## config.mk

```make
export PLATFORM = sky130hd
export DESIGN_NAME = cart_mem_bridge
export DESIGN_NICKNAME = d
export VERILOG_FILES = /design/src/rtl/cart_mem_bridge.sv
export SDC_FILE = /design/constraint.sdc
export NUM_CORES = 1
export LEC_CHECK = 0
export BUFFER_PORTS_ARGS = -buffer_cell sky130_fd_sc_hd__buf_2
export CAP_MARGIN = 40
export CORE_MARGIN = 1
export CORE_UTILIZATION = 54
export DETAILED_ROUTE_END_ITERATION = 10
export PLACE_DENSITY = 0.91
export SLEW_MARGIN = 20
export SYNTH_ARGS = -nofsm -noshare
export SYNTH_HDL_FRONTEND = slang
export SYNTH_SLANG_ARGS = --single-unit
export TNS_END_PERCENT = 5
```

## constraint.sdc

```tcl
create_clock -name clk -period 5.5 [get_ports clk]
set_input_delay 0.55 -clock clk [delete_from_list [all_inputs] [get_ports clk]]
set_output_delay 0.55 -clock clk [all_outputs]
set_load 0.01 [all_outputs]
```

## src/rtl/cart_mem_bridge.sv

```systemverilog
// Bridges mapped MSX cartridge accesses onto a single-byte memory request/ack port.
// Optional macro CART_MEM_WAIT_EN drives MSX WAIT while a memory transaction is outstanding.
module cart_mem_bridge #(
  parameter int ADDR_W      = 23,
  parameter int SYNC_STAGES = 2,
  parameter int TIMEOUT     = 63
) (
  input  logic              clk,
  input  logic              reset_n,
  input  logic [ADDR_W-1:0] mem_addr,
  input  logic              cart_ena,
  input  logic              ram_ena,
  input  logic              rd_n,
  input  logic              wr_n,
  input  logic [7:0]        cdin,
  output logic [7:0]        cdout,
  output logic              busreq,
  output logic              wait_n,
  output logic              mem_req,
  output logic              mem_we,
  output logic [ADDR_W-1:0] mem_a,
  output logic [7:0]        mem_wdata,
  input  logic              mem_ack,
  input  logic [7:0]        mem_rdata,
  output logic              err
);

  localparam int CNT_W = $clog2(TIMEOUT + 1);

  typedef enum logic [1:0] {IDLE, REQ, ACKWAIT, HOLD} state_t;

  state_t              state_q;
  logic [SYNC_STAGES-1:0] rd_sync_q, wr_sync_q, ce_sync_q;
  logic                rd_prev_q, wr_prev_q;
  logic [CNT_W-1:0]    cnt_q;
  logic                is_read_q;
  logic                rel_q;
  logic [7:0]          cdout_q;
  logic                busreq_q;
  logic                mem_req_q;
  logic                mem_we_q;
  logic [ADDR_W-1:0]   mem_a_q;
  logic [7:0]          mem_wdata_q;
  logic                err_q;

  logic rd_s, wr_s, ce_s;
  logic rd_start, wr_start, mem_start;
  logic own_s, tmo, done;

  always_ff @(posedge clk or negedge reset_n) begin
    if (!reset_n) begin
      rd_sync_q <= '1;
      wr_sync_q <= '1;
      ce_sync_q <= '0;
      rd_prev_q <= 1'b1;
      wr_prev_q <= 1'b1;
    end else begin
      rd_sync_q <= {rd_sync_q[SYNC_STAGES-2:0], rd_n};
      wr_sync_q <= {wr_sync_q[SYNC_STAGES-2:0], wr_n};
      ce_sync_q <= {ce_sync_q[SYNC_STAGES-2:0], cart_ena};
      rd_prev_q <= rd_s;
      wr_prev_q <= wr_s;
    end
  end

  assign rd_s = rd_sync_q[SYNC_STAGES-1];
  assign wr_s = wr_sync_q[SYNC_STAGES-1];
  assign ce_s = ce_sync_q[SYNC_STAGES-1];

  // A strobe counts only if the other one is still high; both low is not an access.
  assign rd_start  = rd_prev_q & ~rd_s & wr_s & ce_s;
  assign wr_start  = wr_prev_q & ~wr_s & rd_s & ce_s;
  assign mem_start = (state_q == IDLE) & (rd_start | (wr_start & ram_ena));

  assign own_s = is_read_q ? rd_s : wr_s;
  assign tmo   = (cnt_q == CNT_W'(TIMEOUT - 1));
  assign done  = (state_q == ACKWAIT) & (mem_ack | tmo);

  always_ff @(posedge clk or negedge reset_n) begin
    if (!reset_n) begin
      state_q     <= IDLE;
      cnt_q       <= '0;
      is_read_q   <= 1'b0;
      rel_q       <= 1'b0;
      cdout_q     <= 8'hFF;
      busreq_q    <= 1'b0;
      mem_req_q   <= 1'b0;
      mem_we_q    <= 1'b0;
      mem_a_q     <= '0;
      mem_wdata_q <= 8'h00;
      err_q       <= 1'b0;
    end else begin
      err_q <= 1'b0;
      case (state_q)
        IDLE: begin
          busreq_q <= 1'b0;
          rel_q    <= 1'b0;
          if (rd_start) begin
            mem_a_q   <= mem_addr;
            mem_we_q  <= 1'b0;
            is_read_q <= 1'b1;
            mem_req_q <= 1'b1;
            cnt_q     <= '0;
            state_q   <= REQ;
          end else if (wr_start && ram_ena) begin
            mem_a_q     <= mem_addr;
            mem_wdata_q <= cdin;
            mem_we_q    <= 1'b1;
            is_read_q   <= 1'b0;
            mem_req_q   <= 1'b1;
            cnt_q       <= '0;
            state_q     <= REQ;
          end else if (wr_start) begin
            // Bank-switch write: the mapper owns it, we only track the strobe.
            is_read_q <= 1'b0;
            state_q   <= HOLD;
          end
        end
        REQ: begin
          cnt_q   <= cnt_q + 1'b1;
          rel_q   <= rel_q | own_s;
          state_q <= ACKWAIT;
        end
        ACKWAIT: begin
          if (mem_ack || tmo) begin
            mem_req_q <= 1'b0;
            if (mem_ack) begin
              if (is_read_q) cdout_q <= mem_rdata;
            end else begin
              cdout_q <= 8'hFF;
              err_q   <= 1'b1;
            end
            state_q <= (rel_q | own_s) ? IDLE : HOLD;
          end else begin
            cnt_q <= cnt_q + 1'b1;
            rel_q <= rel_q | own_s;
          end
        end
        HOLD: begin
          if (own_s) begin
            busreq_q <= 1'b0;
            state_q  <= IDLE;
          end else begin
            busreq_q <= is_read_q;
          end
        end
        default: state_q <= IDLE;
      endcase
    end
  end

`ifdef CART_MEM_WAIT_EN
  logic wait_n_q;

  always_ff @(posedge clk or negedge reset_n) begin
    if (!reset_n) begin
      wait_n_q <= 1'b1;
    end else if (mem_start) begin
      wait_n_q <= 1'b0;
    end else if (done) begin
      wait_n_q <= 1'b1;
    end
  end

  assign wait_n = wait_n_q;
`else
  logic unused_ok;
  assign unused_ok = mem_start ^ done;
  assign wait_n    = 1'b1;
`endif

  assign cdout     = cdout_q;
  assign busreq    = busreq_q;
  assign mem_req   = mem_req_q;
  assign mem_we    = mem_we_q;
  assign mem_a     = mem_a_q;
  assign mem_wdata = mem_wdata_q;
  assign err       = err_q;

endmodule
```

==> summary by stage, run 1 <==
Layout
The number of cells in the finished layout apart from fillers is 362. The leading cell type in the layout, fill and taps excluded is sky130_fd_sc_hd__buf_2. The final net count is 343.

The area growth from synthesis to layout is 26.4%. The layout cell share with drive strength beyond 1 is 44.7%. In the layout the commonest cells are sky130_fd_sc_hd__buf_2, sky130_fd_sc_hd__dfrtp_1, sky130_fd_sc_hd__mux2_1. The final instance area is 3360 um2. The total inserted antenna cells is 0.

Synth
The top cell type's share of synthesized area is 44.2%. The leading register cell type out of synthesis is sky130_fd_sc_hd__dfrtp_1. After synthesis, the mean cell area works out to 13.4 um2. The sequential cell area fraction in the yosys report is 58.0%. Yosys printed 0 warnings. Counting flops with an async set or reset pin after synthesis yields a share of 100%. The synthesized design contains 0 enable-type register cells. After technology mapping, the gate count stands at 199. In this run the cell area of the synthesized design comes to 2660 um2. By area the synthesized netlist is led by sky130_fd_sc_hd__dfrtp_1, sky130_fd_sc_hd__dfstp_2, sky130_fd_sc_hd__mux2_1. Counting flops and latches in the post-synthesis netlist gives 61. The number of nets in the synthesized netlist is 252. The unique cell type count in the Yosys netlist is 44. The top cell type by total area after synthesis is sky130_fd_sc_hd__dfrtp_1.

Critical path
Counting both buffers and inverters, the worst setup path holds a total of 2. The critical path data required time is 5.71 ns. The most repeated library cell on the critical path is sky130_fd_sc_hd__inv_1.

The setup path with the least slack is of type flop to flop. The largest stage delay on the critical path is 0.55 ns. The largest fanout of any net on the critical path is 19. The worst endpoint data arrival time is 2.50 ns. The worst setup path is captured at a flop. The cell with the biggest individual delay on the critical path is sky130_fd_sc_hd__ha_1. The critical path launch point type is a flop. The kind of cell with the highest combined delay along the critical path is compound AO/OA/AOI/OAI gates. Traced cell by cell, the critical path runs through inv_1 > ha_1 > inv_1 > o31ai_4 > or2_4 > o311ai_2.

CTS
The number of H-tree levels is 3. Once the clock tree was built, the setup fixing pass inserted 0 buffers. The number of buffers between clock root and the deepest sink is 2. The clock insertion delay at the later pin of the skew report is 0.34 ns.

The register clock-pin slew on the reported worst setup and hold paths is 0.07 ns. The number of gates resized after CTS was 0. Counting every sink on the clock net gives 61.

The number of buffers created by CTS is 9. The count of hold buffers inserted by post-cts repair is 0. The TritonCTS clock tree is built. The cell chosen for the clock root is sky130_fd_sc_hd__clkbuf_8.

Die
The initial utilization of the core area, before any placement, comes to 56.3%. The die width is 72.2 um. Pin placement for this block handled 90 I/O pins.

The initialized floorplan defines 25 standard-cell rows. The region available for standard cell placement spans 4720 um2. The die is 72.2 um tall.

The floorplan step defined a die boundary enclosing 5210 um2.

GRT
Entering global routing, the biggest net connects 62 pins. Summed over all layers, the global routing overflow is 0. The global-route total usage across every layer is 22.3%. The via count of the first global-routing pass was 1,902. The initial antenna violation count is 0. The global-route wire length before repair is 8.69 mm.

Route
In the final routing, the length of wire on met1 measures 2.21 mm. Wire segments on met3 add up to 423 um in the final route. The number of nets with antenna violations after detailed routing is 0.

After detailed routing, the number of vias per cell comes to 5.30. The via count is 1,920. The DRC marker count from the first detailed-route iteration is 96.

The highest metal layer used by the detailed router is met4. The number of detailed-routing iterations run before antenna repair is 4. The wire length per cell is 14.6 um. The final wirelength is 5.27 mm. The amount of wire on met2 after detailed routing is 2.55 mm.

For this run, design rule violations remaining after detail routing come to 0.

Power
For this design the ratio of total power to cell area is 565 nW/um2. The peak supply drop is 0.360 mV. The total power draw is 1.90 mW.

The leakage component of the power is 1.63 nW.

Placement
OpenSTA, run right after detailed placement, puts the worst setup slack at 3.24 ns. The count of buffers from port buffering is 88. The placed instances occupy a cell area of 3140 um2. The post-placement cell count is 346. The weighted congestion at the end of routability-driven global placement is 0.818. The HPWL after detailed placement is 3.72 mm.

Timing
The max-slew violation count is 0. Summed over all failing endpoints, the final setup total negative slack is 0 ns. The maximum clock rate is 436 MHz. The clock period could shrink to 2.29 ns. The transition at the pin with the smallest max-transition slack is 0.740 ns. The clock arrives with 0.00816 ns of skew.

The part of the cycle the worst path needs is 41.7%. Setup repair after global routing left no endpoint under its margin. Setup violations remaining at the end of the flow were counted as 0. The final hold violation count came to 0. The worst slew margin relative to its limit is 50.7%. Once routing completed, OpenROAD measured the worst setup slack at 3.21 ns.

Job
The count of max-cap constraint violations is 0.

Outcome
The flow ran to the end, and the final reports show no timing, DRC or antenna violations.

Worst hold path
The kind of path behind the tightest hold check is input port to flop.
==> sequential cells by signal (all words and copies together) (netlist names), 2 cells and up <==
signal     cells
mem_wdata      8
state_q        2
wr_sync_q      2
cnt_q          6
cdout          8
ce_sync_q      2
rd_sync_q      2
mem_a         23
==> cell usage after synthesis, types with 2 or more instances <==
cell                        n
sky130_fd_sc_hd__dfrtp_1   47
sky130_fd_sc_hd__o21ai_0    3
sky130_fd_sc_hd__a21oi_1    9
sky130_fd_sc_hd__mux2i_1    2
sky130_fd_sc_hd__o31ai_4    2
sky130_fd_sc_hd__nand2_2    2
sky130_fd_sc_hd__nand2b_1   2
sky130_fd_sc_hd__o311ai_2   2
sky130_fd_sc_hd__a41oi_1    8
sky130_fd_sc_hd__nand2_1    7
sky130_fd_sc_hd__nor2b_1    2
sky130_fd_sc_hd__clkbuf_1   4
sky130_fd_sc_hd__dfstp_2   14
sky130_fd_sc_hd__o31a_1     2
sky130_fd_sc_hd__buf_4      3
sky130_fd_sc_hd__a31o_1     2
sky130_fd_sc_hd__and4b_4    2
sky130_fd_sc_hd__ha_1       7
sky130_fd_sc_hd__mux2_1    32
sky130_fd_sc_hd__inv_1     14
sky130_fd_sc_hd__nor2_1     6
sky130_fd_sc_hd__nand3_1    4
sky130_fd_sc_hd__nand3b_1   2
==> cells by family (layout without fill, tap and decap cells) <==
group | Yosys count | in the layout | synth area share (%)
mux | 34 | 34 | 14.3
compound gates | 39 | 39 | 12.8
simple gates | 33 | 33 | 7.33
flops | 61 | 61 | 58.0
buf+inv | 24 | 120 | 4.14
fa+ha+maj | 7 | 7 | 3.29
other cells | 1 | 1 | 0.141
==> through the flow <==
stage	utilization, %	hold slack (ns)
floorplan	-	0.254
global route	71.2	0.301
global placement	66.5	0.334
detailed placement	66.5	0.345
finish	71.2	0.307
CTS	71.2	0.296
==> layout make-up <==
cell class              count  area, um2
well taps                  67       83.8
inverters                  15       56.3
clock buffers              10        138
flip-flops and latches     61       1540
fillers                   329       1360
clock inverters             6       86.3
multi-input cells         114       1010
repair buffers             89        448
==> metal layers <==
layer,vias to the layer above,global-route usage (%)
li1,890,-
met1,937,27.4
met5,-,0
met4,0,11.5
met3,8,7.50
met2,85,35.3
==> power by group <==
part / internal, mW / switching (mW) / leakage (nW)
clock network: 0.266 / 0.174 / 0.112
registers: 0.654 / 0.118 / 0.724
logic: 0.317 / 0.369 / 0.794
==> path summary, 6_finish.rpt <==
path	from	slack, ns	end	cells after the start
setup reg to reg	state_q[0]	3.21	cnt_q[4]	6
hold reg to reg	rd_sync_q[0]	0.36	rd_sync_q[1]	0
setup / recovery	state_q[0]	3.21	cnt_q[4]	6
max in group asynchronous	reset_n	4.66	mem_wdata[6]	2
min in group asynchronous	reset_n	0.36	cnt_q[4]	2
hold / removal	wr_n	0.31	wr_sync_q[0]	1
==> worst register-to-register path, delay by kind of cell, from the launching register on <==
family                   cells  cell delay (ns)
AO/OA/AOI/OAI                2             0.60
buffers and inverters        2             0.37
flip-flops                   1             0.43
AND/OR/NAND/NOR              1             0.22
adder cells (fa/ha/maj)      1             0.55
Note: power is estimated with default switching activity, not from simulation.
==> run 2, diff against run 1 <==
CORE_UTILIZATION = 45   (was 54)
PLACE_DENSITY = 0.82   (was 0.91)
clock period = 1.9 ns   (was 5.5 ns; I/O delays follow)
==> run 2 against run 1 <==
Net effect: clock power grew to 2.7 times the previous value; critical endpoint is now state_q[0]; sequential power increased to 2.8 times the previous value; non-clock buffer count grew 8; largest cell class unchanged; count of clock-buffer cells in the layout rose by 1; register-to-register slack worse by 3.1 ns; flip-flop and latch count is the same; global-route usage decreased by 3.3 points; clock skew about the same; worst hold slack worse by 0.25 ns; fmax grew 25%.
==> summary by stage, run 2 (synthesis results as in run 1) <==
Outcome
The run finished with clean final reports.

CTS
CTS built an H-tree with a depth of 3. The tree is rooted in a sky130_fd_sc_hd__clkbuf_8. In this run, CTS created clock tree buffers numbering 9. The clock insertion delay at the later pin of the skew report is 0.34 ns.

TritonCTS built the clock tree. After clock tree synthesis, the clock-pin slew on the worst setup and hold paths is 0.07 ns. The longest clock path from root to sink contains 2 buffers.

The clock sink total is 61. After clock tree synthesis, the setup repair step added 0 buffers.

Job
The count of max-cap constraint violations is 0.

Timing
On the final layout, the worst clock skew is 0.00834 ns. Setup repair after global routing left no endpoint under its margin. The maximum clock rate is 544 MHz. Adding up every negative setup slack in the final design gives 0 ns. The final hold violation count came to 0. The total of endpoints with negative setup slack in the final report is 0. The max-slew violation count is 0. The worst hold slack is 0.0586 ns. The clock period minus worst slack is 1.84 ns. The part of the cycle the worst path needs is 96.7%.

Critical path
The reg-to-reg setup timing slack is 0.06 ns. The worst setup path is of the flop to flop kind. The number of buffers and inverters on the critical path is 2. Along the worst path, the maximum fanout reaches 5.

The kind of capture point of the worst setup path is a flop. The critical path goes through inv_1 > ha_4 > inv_2 > or3_1 > o311ai_4 > mux2_1. The critical path data required time is 2.11 ns.

The top cell family by delay on the critical path is flip-flops. The launch instance of the worst register-to-register path is state_q[0]. The worst setup path is launched from a flop. The worst-case reg-to-reg path depth is 6.

The critical path ends at state_q[0]. The cell with the biggest individual delay on the critical path is sky130_fd_sc_hd__dfrtp_1. For the worst setup path, the data arrival time is 2.05 ns. On the worst path, the slowest cell contributes a delay of 0.43 ns. The total number of cells along the worst setup path is 6. In this run the critical register-to-register path is captured at state_q[0]. The critical path starts at state_q[0].

Placement
The cell area after placement is 3200 um2. The count of buffers from port buffering is 88. The post-placement cell count is 355. The HPWL after detailed placement is 3.68 mm. The weighted congestion at the end of routability-driven global placement is 0.783.

Die
The initial core utilization is 47.5%. The number of rows in the core area is 27. The total area inside the core boundary comes to 5610 um2. The full die area is 6230 um2. The die width is 78.9 um. The vertical extent of the die is 78.9 um.

The count of pins on the block boundary is 90.

GRT
The total overflow left after global routing is 0. The global-route wire length before repair is 8.96 mm. Across every metal layer, demand over resource in global routing totals 19.0%. The via count of the first global-routing pass is 2,004. The initial antenna violation count came to 0. The maximum number of pins on one net before global-route repair is 62.

Layout
The library cells used most frequently in the layout, excluding fill and tap cells, are sky130_fd_sc_hd__buf_2, sky130_fd_sc_hd__dfrtp_1, sky130_fd_sc_hd__mux2_1. The register with the most flip-flops in the layout has 23 of them. The count of cells in the finished layout, fillers not included, comes to 376. The total inserted antenna cells is 0.

At the end of the flow the core is filled with cells to 62.4%. Relative to the synthesized area, the layout overhead comes to 31.4%. The filler cells instantiated in the layout total 425. The final instance area is 3500 um2. The layout cell share with drive strength beyond 1 is 46.4%.

The library cell used most frequently in the layout, excluding fill and tap cells, is sky130_fd_sc_hd__buf_2. In the final design database the tool counted 352 nets.

Route
The first detailed-routing pass took 4 iterations. The number of nets with antenna violations after detailed routing is 0. After detailed routing, the number of remaining DRC violations is 0. The via count is 1,942. In the routed layout, each cell is associated on average with a via count of 5.16. The DRC marker count from the first detailed-route iteration is 107. The routed design has 5.47 mm of wire. The wire length per cell is 14.6 um.

Worst hold path
The cell depth of the worst min-delay path is 2. The kind of path behind the tightest hold check is input port to flop.

Power
For this design the ratio of total power to cell area is 1590 nW/um2. The analysis attributes to cell leakage a power of 1.67 nW. IR analysis of the VDD net gives a maximum drop of 0.864 mV.
-- run 2: cell types whose count changed in the layout (fill, tap and decap cells not counted), sizes merged --
cell         delta
buf             +4
bufinv          -1
clkbuf          +1
clkinv          -1
clkinvlp        +1
dlygate4sd3     +4
o31ai           +1
-- run 2: per-layer routing --
layer	global-route usage, %	part of all wire, %
met1	21.6	43
met2	31.9	48
met3	7.59	7.4
met4	7.64	1.2
met5	0	0
-- run 2: layout make-up --
type                       count  area, um2  share of cell area [%]
sequential                    61       1540                    44.2
multi-input combinational    115       1050                    30.1
timing repair buffer          97        543                    15.5
clock buffer                  11        151                    4.33
tap                           72       90.1                    2.58
clock inverter                 5       58.8                    1.68
inverter                      15       56.3                    1.61
-- run 2: repair_timing --
action	4_1_cts	5_1_grt
endpoints found under the hold margin	50	0
hold buffers	4	0
setup endpoints to repair	1	5
pin swaps	0	1
resized for setup	1	5
cloned	0	1
-- run 2: worst min path at each step --
stage / from / end / slack [ns]
final: cdin[3] / mem_wdata[3] / 0.06
after global routing: mem_addr[3] / mem_a[3] / 0.04
after CTS: cdin[3] / mem_wdata[3] / 0.05
after detailed placement: reset_n / mem_a[10] / 0.23
after global placement: reset_n / mem_a[11] / 0.22
after floorplan: reset_n / busreq / -0.11
-- run 2: power by group --
group	internal, mW	switching, mW
logic	1.03	1.16
registers	1.89	0.299
clock network	0.676	0.514
-- run 2: worst reg2reg max path, delay by kind of cell (launching register included) --
| kind | cells | cell delay (ns) |
|---|---|---|
| muxes | 1 | 0.36 |
| buffers and inverters | 2 | 0.21 |
| AOI/OAI and AO/OA | 1 | 0.10 |
| adders and majority gates | 1 | 0.20 |
| and+or+nand+nor | 1 | 0.42 |
| DFF | 1 | 0.43 |
-- run 2: through the flow --
step,power (mW),setup slack [ns]
floorplan,3.49,0.151
global placement,4.17,0.112
detailed placement,4.27,0.0318
CTS,5.50,0.0381
global route,5.93,0.0147
finish,5.58,0.0633
